$ cat src/rtl/ccg_vector_capture.sv
// Capture harness around the CCGRCG0 netlist: drives x0..x9, samples f1..f10 after
// SETTLE edges, queues {vector, response} and folds every response into a MISR.
module ccg_vector_capture #(
    parameter int NIN    = 10,
    parameter int NOUT   = 10,
    parameter int SETTLE = 1,
    parameter int DEPTH  = 4,
    parameter int SIG_W  = 16,
    parameter logic [SIG_W-1:0] SIG_POLY = 'h1021
) (
    input  logic             clk,
    input  logic             rst,
    input  logic             in_valid,
    output logic             in_ready,
    input  logic [NIN-1:0]   in_vec,
    output logic [NIN-1:0]   x_out,
    input  logic [NOUT-1:0]  f_in,
    output logic             out_valid,
    input  logic             out_ready,
    output logic [NIN-1:0]   out_vec,
    output logic [NOUT-1:0]  out_resp,
    input  logic             clear,
    output logic [SIG_W-1:0] sig,
    output logic [15:0]      vec_count,
    output logic             busy
);

    localparam int AW  = $clog2(DEPTH);
    localparam int WCW = (SETTLE > 1) ? $clog2(SETTLE) : 1;
    localparam int EW  = NIN + NOUT;

    localparam logic [AW:0]    CNT_ONE  = 1;
    localparam logic [AW:0]    CNT_FULL = DEPTH[AW:0];
    localparam logic [AW-1:0]  PTR_ONE  = 1;
    localparam logic [WCW-1:0] WAIT_ONE = 1;
    localparam logic [WCW-1:0] WAIT_INI = WCW'(SETTLE - 1);

    typedef enum logic {
        S_IDLE = 1'b0,
        S_WAIT = 1'b1
    } state_t;

    state_t          state_q, state_d;
    logic [WCW-1:0]  wait_q, wait_d;
    logic [NIN-1:0]  x_q, x_d;
    logic [AW-1:0]   wr_ptr_q, wr_ptr_d;
    logic [AW-1:0]   rd_ptr_q, rd_ptr_d;
    logic [AW:0]     count_q, count_d;
    logic [SIG_W-1:0] sig_q, sig_d;
    logic [15:0]     vcnt_q, vcnt_d;
    logic [EW-1:0]   mem_q [DEPTH];

    logic             fifo_full;
    logic             fifo_empty;
    logic             accept;
    logic             capture;
    logic             pop;
    logic [SIG_W-1:0] misr_next;

    assign fifo_full  = (count_q == CNT_FULL);
    assign fifo_empty = (count_q == '0);

    // Ready is gated by rst so nothing can be accepted while reset is asserted.
    assign in_ready = !rst && (state_q == S_IDLE) && !fifo_full;
    assign accept   = in_valid && in_ready;
    assign capture  = (state_q == S_WAIT) && (wait_q == '0);
    assign pop      = !fifo_empty && out_ready;

    always_ff @(posedge clk or posedge rst) begin
        if (rst) begin
            state_q <= S_IDLE;
            wait_q  <= '0;
            x_q     <= '0;
        end else begin
            state_q <= state_d;
            wait_q  <= wait_d;
            x_q     <= x_d;
        end
    end

    always_comb begin
        state_d = state_q;
        wait_d  = wait_q;
        x_d     = x_q;
        case (state_q)
            S_IDLE: begin
                if (accept) begin
                    x_d     = in_vec;
                    wait_d  = WAIT_INI;
                    state_d = S_WAIT;
                end
            end
            S_WAIT: begin
                if (capture) begin
                    state_d = S_IDLE;
                end else begin
                    wait_d = wait_q - WAIT_ONE;
                end
            end
            default: state_d = S_IDLE;
        endcase
    end

    // A push never meets a full FIFO: acceptance already required a free slot.
    always_comb begin
        wr_ptr_d = wr_ptr_q;
        rd_ptr_d = rd_ptr_q;
        count_d  = count_q;
        if (capture) begin
            wr_ptr_d = wr_ptr_q + PTR_ONE;
        end
        if (pop) begin
            rd_ptr_d = rd_ptr_q + PTR_ONE;
        end
        case ({capture, pop})
            2'b10:   count_d = count_q + CNT_ONE;
            2'b01:   count_d = count_q - CNT_ONE;
            default: count_d = count_q;
        endcase
    end

    always_ff @(posedge clk or posedge rst) begin
        if (rst) begin
            wr_ptr_q <= '0;
            rd_ptr_q <= '0;
            count_q  <= '0;
        end else begin
            wr_ptr_q <= wr_ptr_d;
            rd_ptr_q <= rd_ptr_d;
            count_q  <= count_d;
        end
    end

    always_ff @(posedge clk) begin
        if (capture) begin
            mem_q[wr_ptr_q] <= {x_q, f_in};
        end
    end

    assign misr_next = {sig_q[SIG_W-2:0], 1'b0}
                     ^ (sig_q[SIG_W-1] ? SIG_POLY : '0)
                     ^ SIG_W'(f_in);

    // Clear has priority over a coincident capture; the FIFO push is unaffected.
    always_comb begin
        sig_d  = sig_q;
        vcnt_d = vcnt_q;
        if (clear) begin
            sig_d  = '0;
            vcnt_d = '0;
        end else if (capture) begin
            sig_d = misr_next;
            if (vcnt_q != 16'hFFFF) begin
                vcnt_d = vcnt_q + 16'd1;
            end
        end
    end

    always_ff @(posedge clk or posedge rst) begin
        if (rst) begin
            sig_q  <= '0;
            vcnt_q <= '0;
        end else begin
            sig_q  <= sig_d;
            vcnt_q <= vcnt_d;
        end
    end

    assign x_out     = x_q;
    assign out_valid = !fifo_empty;
    assign out_vec   = mem_q[rd_ptr_q][EW-1:NOUT];
    assign out_resp  = mem_q[rd_ptr_q][NOUT-1:0];
    assign sig       = sig_q;
    assign vec_count = vcnt_q;
    assign busy      = (state_q == S_WAIT);

endmodule

$ cat config.mk
export PLATFORM = sky130hd
export DESIGN_NAME = ccg_vector_capture
export DESIGN_NICKNAME = d
export VERILOG_FILES = /design/src/rtl/ccg_vector_capture.sv
export SDC_FILE = /design/constraint.sdc
export NUM_CORES = 1
export LEC_CHECK = 0
export CELL_PAD_IN_SITES_DETAIL_PLACEMENT = 1
export CELL_PAD_IN_SITES_GLOBAL_PLACEMENT = 1
export CORE_ASPECT_RATIO = 0.7
export CORE_MARGIN = 1
export CORE_UTILIZATION = 44
export DETAILED_ROUTE_END_ITERATION = 16
export HOLD_SLACK_MARGIN = 0.05
export PLACE_DENSITY = 0.78
export SETUP_SLACK_MARGIN = 0.05
export SLEW_MARGIN = 20
export SYNTH_ARGS = -nofsm -noshare
export SYNTH_HDL_FRONTEND = slang
export SYNTH_SLANG_ARGS = --single-unit
$ cat constraint.sdc
create_clock -name clk -period 2.4 [get_ports clk]
set_input_delay 0.48 -clock clk [delete_from_list [all_inputs] [get_ports clk]]
set_output_delay 0.48 -clock clk [all_outputs]
set_load 0.02 [all_outputs]
## Yosys cells after proc, flatten, opt, wreduce, memory -nomap -nowiden

Memories as Yosys holds them, arrays and structs flattened.
Index checks and enable logic that the tools add are counted.

| word-level totals | value |
|---|---|
| memory bits (writable) | 80 |
| register bits after elaboration | 51 |
| logic and storage cells | 55 |
| input bits | 25 |
| memories | 1 |
| output and inout bits | 65 |

| operators by class | value |
|---|---|
| add/subtract/negate cells | 6 |
| muxes and demuxes | 15 |
| bitwise gates (word level) | 4 |
| equal/unequal tests | 6 |
| reductions and logical operators | 15 |

Memories:

| memory | words | width | rd ports | clocked after Yosys merged registers in | wr ports | RTL line | text |
|---|---|---|---|---|---|---|---|
| mem_q | 4 | 20 | 1 | 0 | 1 | 51 | `logic [EW-1:0] mem_q [DEPTH];` |

Operator list:

| operator | count |
|---|---|
| $mux 16 | 5 |
| $add 16x1->16 const B | 1 |
| $ne 16x16->1 const B | 1 |
| $xor 16x10->16 | 1 |
| $xor 16x13->16 | 1 |
| $mux 13 | 1 |
| $mux 1 | 6 |
| $pmux 3 s2 | 1 |
| $reduce_and 2->1 | 3 |
| $reduce_bool 2->1 | 3 |
| $logic_and 1x1->1 | 5 |
| $add 2x1->2 const B | 2 |
| $ne 2x2->1 const B | 2 |
| $pmux 1 s2 | 2 |
| $add 3x1->3 const B | 1 |
| $eq 3x3->1 const B | 1 |
| $logic_not 1->1 | 3 |
| $logic_not 3->1 | 1 |
| $sub 3x1->3 const B | 1 |
| $eq 2x1->1 const B | 1 |
| $eq 2x2->1 const B | 1 |
| $not 1->1 | 2 |
| $sub 1x1->1 const B | 1 |

## Logic depth before layout (Yosys ltp)

| logic depth | value |
|---|---|
| word-level depth | 6 |
| gate-level depth with buffers | 8 |

## Least setup slack after synthesis

Ideal clock, no wire load.

| timing | value |
|---|---|
| path kind | reg-to-reg |
| start point | register state_q (netlist: busy) |
| end point | memory mem_q[0][0] (netlist name) (enable) |
| data arrival time | 1.802 ns |
| path slack | 0.220 ns |
| period minus slack after synthesis | 2.180 ns |
| stages on the path, launching flop included | 5 |
| path buffers | 2 |
| library setup time | 0.378 ns |
| path through | dfrtp_1 nor2b_1 clkbuf_1 clkbuf_1 and2_1 |

| between the ends | value |
|---|---|
| word-level cells in the longest chain between the ends | 3 |

RTL lines:

| element | RTL line | text |
|---|---|---|
| from (decl) | 43 | `state_t state_q, state_d;` |
| from (signal assigned) | 75 | `state_q <= state_d;` |
| $logic_and 1x1->1 | 66 | `assign capture = (state_q == S_WAIT) && (wait_q == '0);` |
| $mux 1 | 135 | `if (capture) begin` |
| $mux 1 (not written as such) | 136 | `mem_q[wr_ptr_q] <= {x_q, f_in};` |
| to (decl) | 51 |  |

Every way passes these cells.

## Final worst setup path

| timing | value |
|---|---|
| start point | register rd_ptr_q[0] |
| end point | output out_vec[2] |

| between the ends | value |
|---|---|
| word-level cells in the longest chain between the ends | 1 |

RTL lines:

| element | RTL line | text |
|---|---|---|
| from (decl) | 47 | `logic [AW-1:0] rd_ptr_q, rd_ptr_d;` |
| from (signal assigned) | 129 | `rd_ptr_q <= rd_ptr_d;` |
| $mem_v2 4x20 | - |  |
| to (decl) | 20 | `output logic [NIN-1:0] out_vec,` |

Every way passes these cells.

==> flow_summary.ini <==
[die]
ios = 90
die_x_microns = 134
rows = 33
design.die.area_sq_mm = 0.0126
die_h_microns = 94.4
start_util_pct = 45.6
fp.coreArea_sq_mm = 0.0118

[yosys]
syn-num-nets = 371
yosys.area.top_type = edfxtp_1
synth_edf_count = 80
synth_cells = 339
yosysTopAreaCellShare_pct = 44.8
synth_top_flop_cell = edfxtp_1
synthArstFlopShare_pct = 38.9
ys_warn_count = 0
syn_area_per_cell_sq_um = 15.8
synthTopCellsByArea = edfxtp_1, dfrtp_1, mux4_2, xnor2_1, mux2_2
synth_seq_cells = 131
synth_cell_types = 33
synthesis.area_sq_mm = 0.00536
synth.yosys.seq_area_share_pct = 68.6

[power]
irDropWorstVdd_mv = 0.684
p_total_w = 0.00793
p_per_area_mw_per_mm2 = 1120
power.leakage_nw = 2.61

[global_routing]
track_usage_pct = 23.1
grt_pass1_vias = 3659
grt_antenna_before_repair = 0
grt_max_degree = 52
grt_pass1_wl_microns = 21000
grt-ovfl-total = 0

[placed_design]
dpl_cell_area_sq_mm = 0.00652
port_buffers = 89
hpwlAfterDp_microns = 8050
place.gp.congestion = 0.784

[worst_setup_path]
slowest_stage = mux4_2
crit_path_cell_trace = bufbuf_16 > mux4_2 > buf_2
cpPeakStageDelay_ps = 510
start_kind = register
cp-endpoint = out_vec[2]
startpoint = rd_ptr_q[0]$_DFFE_PP0P_
crit_path_end_kind = output pin
regToRegEndpoint = count_q[2]$_DFFE_PP0P_
reg2reg_setup_slack_ps = 420
arrival_ps = 1850
critPathTopFamily = multiplexers
cp_data_required_time_ps = 1920
reg2reg_from = count_q[0]$_DFFE_PP0P_
crit_type = register to output pin
crit_cells = 3
ff2ff_path_depth = 8
crit_fanout = 8
critPathBufInv = 2

[clock_network]
postCtsSetupBuffers = 0
postCtsHoldBufs = 0
numCtsBuffers = 17
cts_tree = built
cts-root-buf = clkbuf_16
clk_path_buf_depth = 2
clkTransAtPathRegs_ps = 60
clk-insertion-delay-late_ps = 420
cts.sinks = 131
htree_levels = 4

[route]
wirelength_microns = 13300
wire_per_inst_microns = 21.6
drc = 0
vias_per_cell = 5.43
drtIter0Drc = 214
antenna_left = 0
via_count = 3351
drtPass1Iterations = 4

[timing]
hold_viol = 0
worst_pin_slew_ps = 440
period_needed_ps = 2330
finalMaxSlewViolations = 0
slew_headroom_pct = 70.6
fmax_mhz = 429
skew_ps = 7.64
rsz0062_at_grt = yes
setup_tns_ps = 0
setup_viol = 0
finalCritPeriodShare_pct = 97.1

[status]
status = complete, no violations

[cells_and_area]
finalNetCount = 479
syn2layout_area_growth_pct = 31.8
fill_cells = 1106
drive_above_1_share_pct = 22.0
stdcell_area_sq_mm = 0.00707
diodes = 0

[min_path]
hp-class = primary input to async pin

[run]
drv_cap = 0
## repair_timing
item	in CTS	in global routing
gates cloned	1	0
gates resized for setup	62	10
setup endpoints to repair	21	17
## sequential cells by signal, summed over array words and instances (netlist names)
register,count
mem_q,80
wr_ptr_q,2
vec_count,16
busy,1
x_out,10
sig,16
wait_q,1
count_q,3
rd_ptr_q,2
## layout by cell type, fill, tap and decap left out, types with 3 or more instances in the layout
| cell | Yosys | layout |
|---|---|---|
| a211oi_1 | 10 | 10 |
| a21oi_1 | 20 | 20 |
| and2_1 | 8 | 8 |
| buf_12 | 0 | 3 |
| buf_2 | 5 | 9 |
| buf_4 | 0 | 10 |
| clkbuf_16 | 0 | 17 |
| clkbuf_2 | 0 | 9 |
| clkdlybuf4s50_1 | 0 | 68 |
| clkinvlp_4 | 0 | 5 |
| dfrtp_1 | 51 | 49 |
| edfxtp_1 | 80 | 80 |
| ha_1 | 6 | 6 |
| inv_1 | 7 | 6 |
| inv_6 | 0 | 4 |
| mux2_1 | 5 | 5 |
| mux2_2 | 10 | 10 |
| mux4_2 | 20 | 20 |
| nand2_1 | 24 | 24 |
| nand3_1 | 6 | 6 |
| nand4_1 | 4 | 4 |
| nor2_1 | 16 | 16 |
| nor2b_1 | 6 | 5 |
| o21ai_0 | 3 | 3 |
| o31ai_1 | 6 | 6 |
| or3_1 | 4 | 4 |
| or4_1 | 6 | 6 |
| xnor2_1 | 15 | 15 |
| xor2_1 | 3 | 3 |
## metal layers
layer | GRT usage, % | up-vias | part of all wire [%]
li1 | - | 1502 | -
met1 | 29.9 | 1735 | 44
met2 | 37.6 | 94 | 50
met3 | 6.82 | 20 | 5.1
met4 | 8.24 | 0 | 1.5
met5 | 0 | - | 0
## worst min-delay path by stage
stage                           start                endpoint  slack, ps  depth (start not counted)
2_1_floorplan  count_q[2]$_DFFE_PP0P_  count_q[2]$_DFFE_PP0P_        460                          1
3_3_place_gp   count_q[0]$_DFFE_PP0P_  count_q[0]$_DFFE_PP0P_        490                          1
3_5_place_dp   count_q[2]$_DFFE_PP0P_  count_q[2]$_DFFE_PP0P_        500                          1
4_1_cts                           rst    x_out[2]$_DFFE_PP0P_        470                          3
5_1_grt                           rst    x_out[2]$_DFFE_PP0P_        510                          3
6_report                          rst    x_out[2]$_DFFE_PP0P_        470                          3
## layout make-up
type                       instances  area (sq um)  share of cell area, %
clock buffer                      19           443                   6.27
sequential                       131          3680                   52.1
tap                              157           196                   2.78
clock inverter                    13           150                   2.13
multi-input combinational        185          1590                   22.4
inverter                           8          30.0                  0.425
timing repair buffer             104           980                   13.9
## through the flow
stage	utilization (%)	setup WS, ps	hold slack (ps)	std cells
after floorplan	-	220	455	339
after global placement	55.4	80.3	489	584
after detailed placement	55.4	25.9	504	584
after CTS	60.4	23.0	474	617
after global routing	60.0	5.66	511	617
final	60.0	70.2	472	617
## Yosys cell counts (7+ instances only)
cell type,number
a21oi_1,20
inv_1,7
xnor2_1,15
nand2_1,24
nor2_1,16
edfxtp_1,80
and2_1,8
a211oi_1,10
mux2_2,10
clkbuf_1,9
mux4_2,20
dfrtp_1,51
## tightest hold or removal path, cell delays in order
cell and delay, ps:
clkdlybuf4s50_1 440, inv_2 90, buf_12 270
## report_power, final
part / leakage [nW] / switching, W / internal (W)
Clock: 0.273 / 0.00102 / 0.00157
Sequential: 1.39 / 0.000288 / 0.00281
Combinational: 0.950 / 0.00117 / 0.00107
## cells by family after synthesis
| kind of cell | share of synthesized area (%) |
|---|---|
| adders and majority gates | 1.77 |
| muxes | 11.9 |
| AOI/OAI and AO/OA | 5.04 |
| DFF | 68.6 |
| and+or+nand+nor | 7.84 |
| buffers and inverters | 1.87 |
| xor gates and xnor gates | 2.94 |
(Power assumes the default switching activity.)
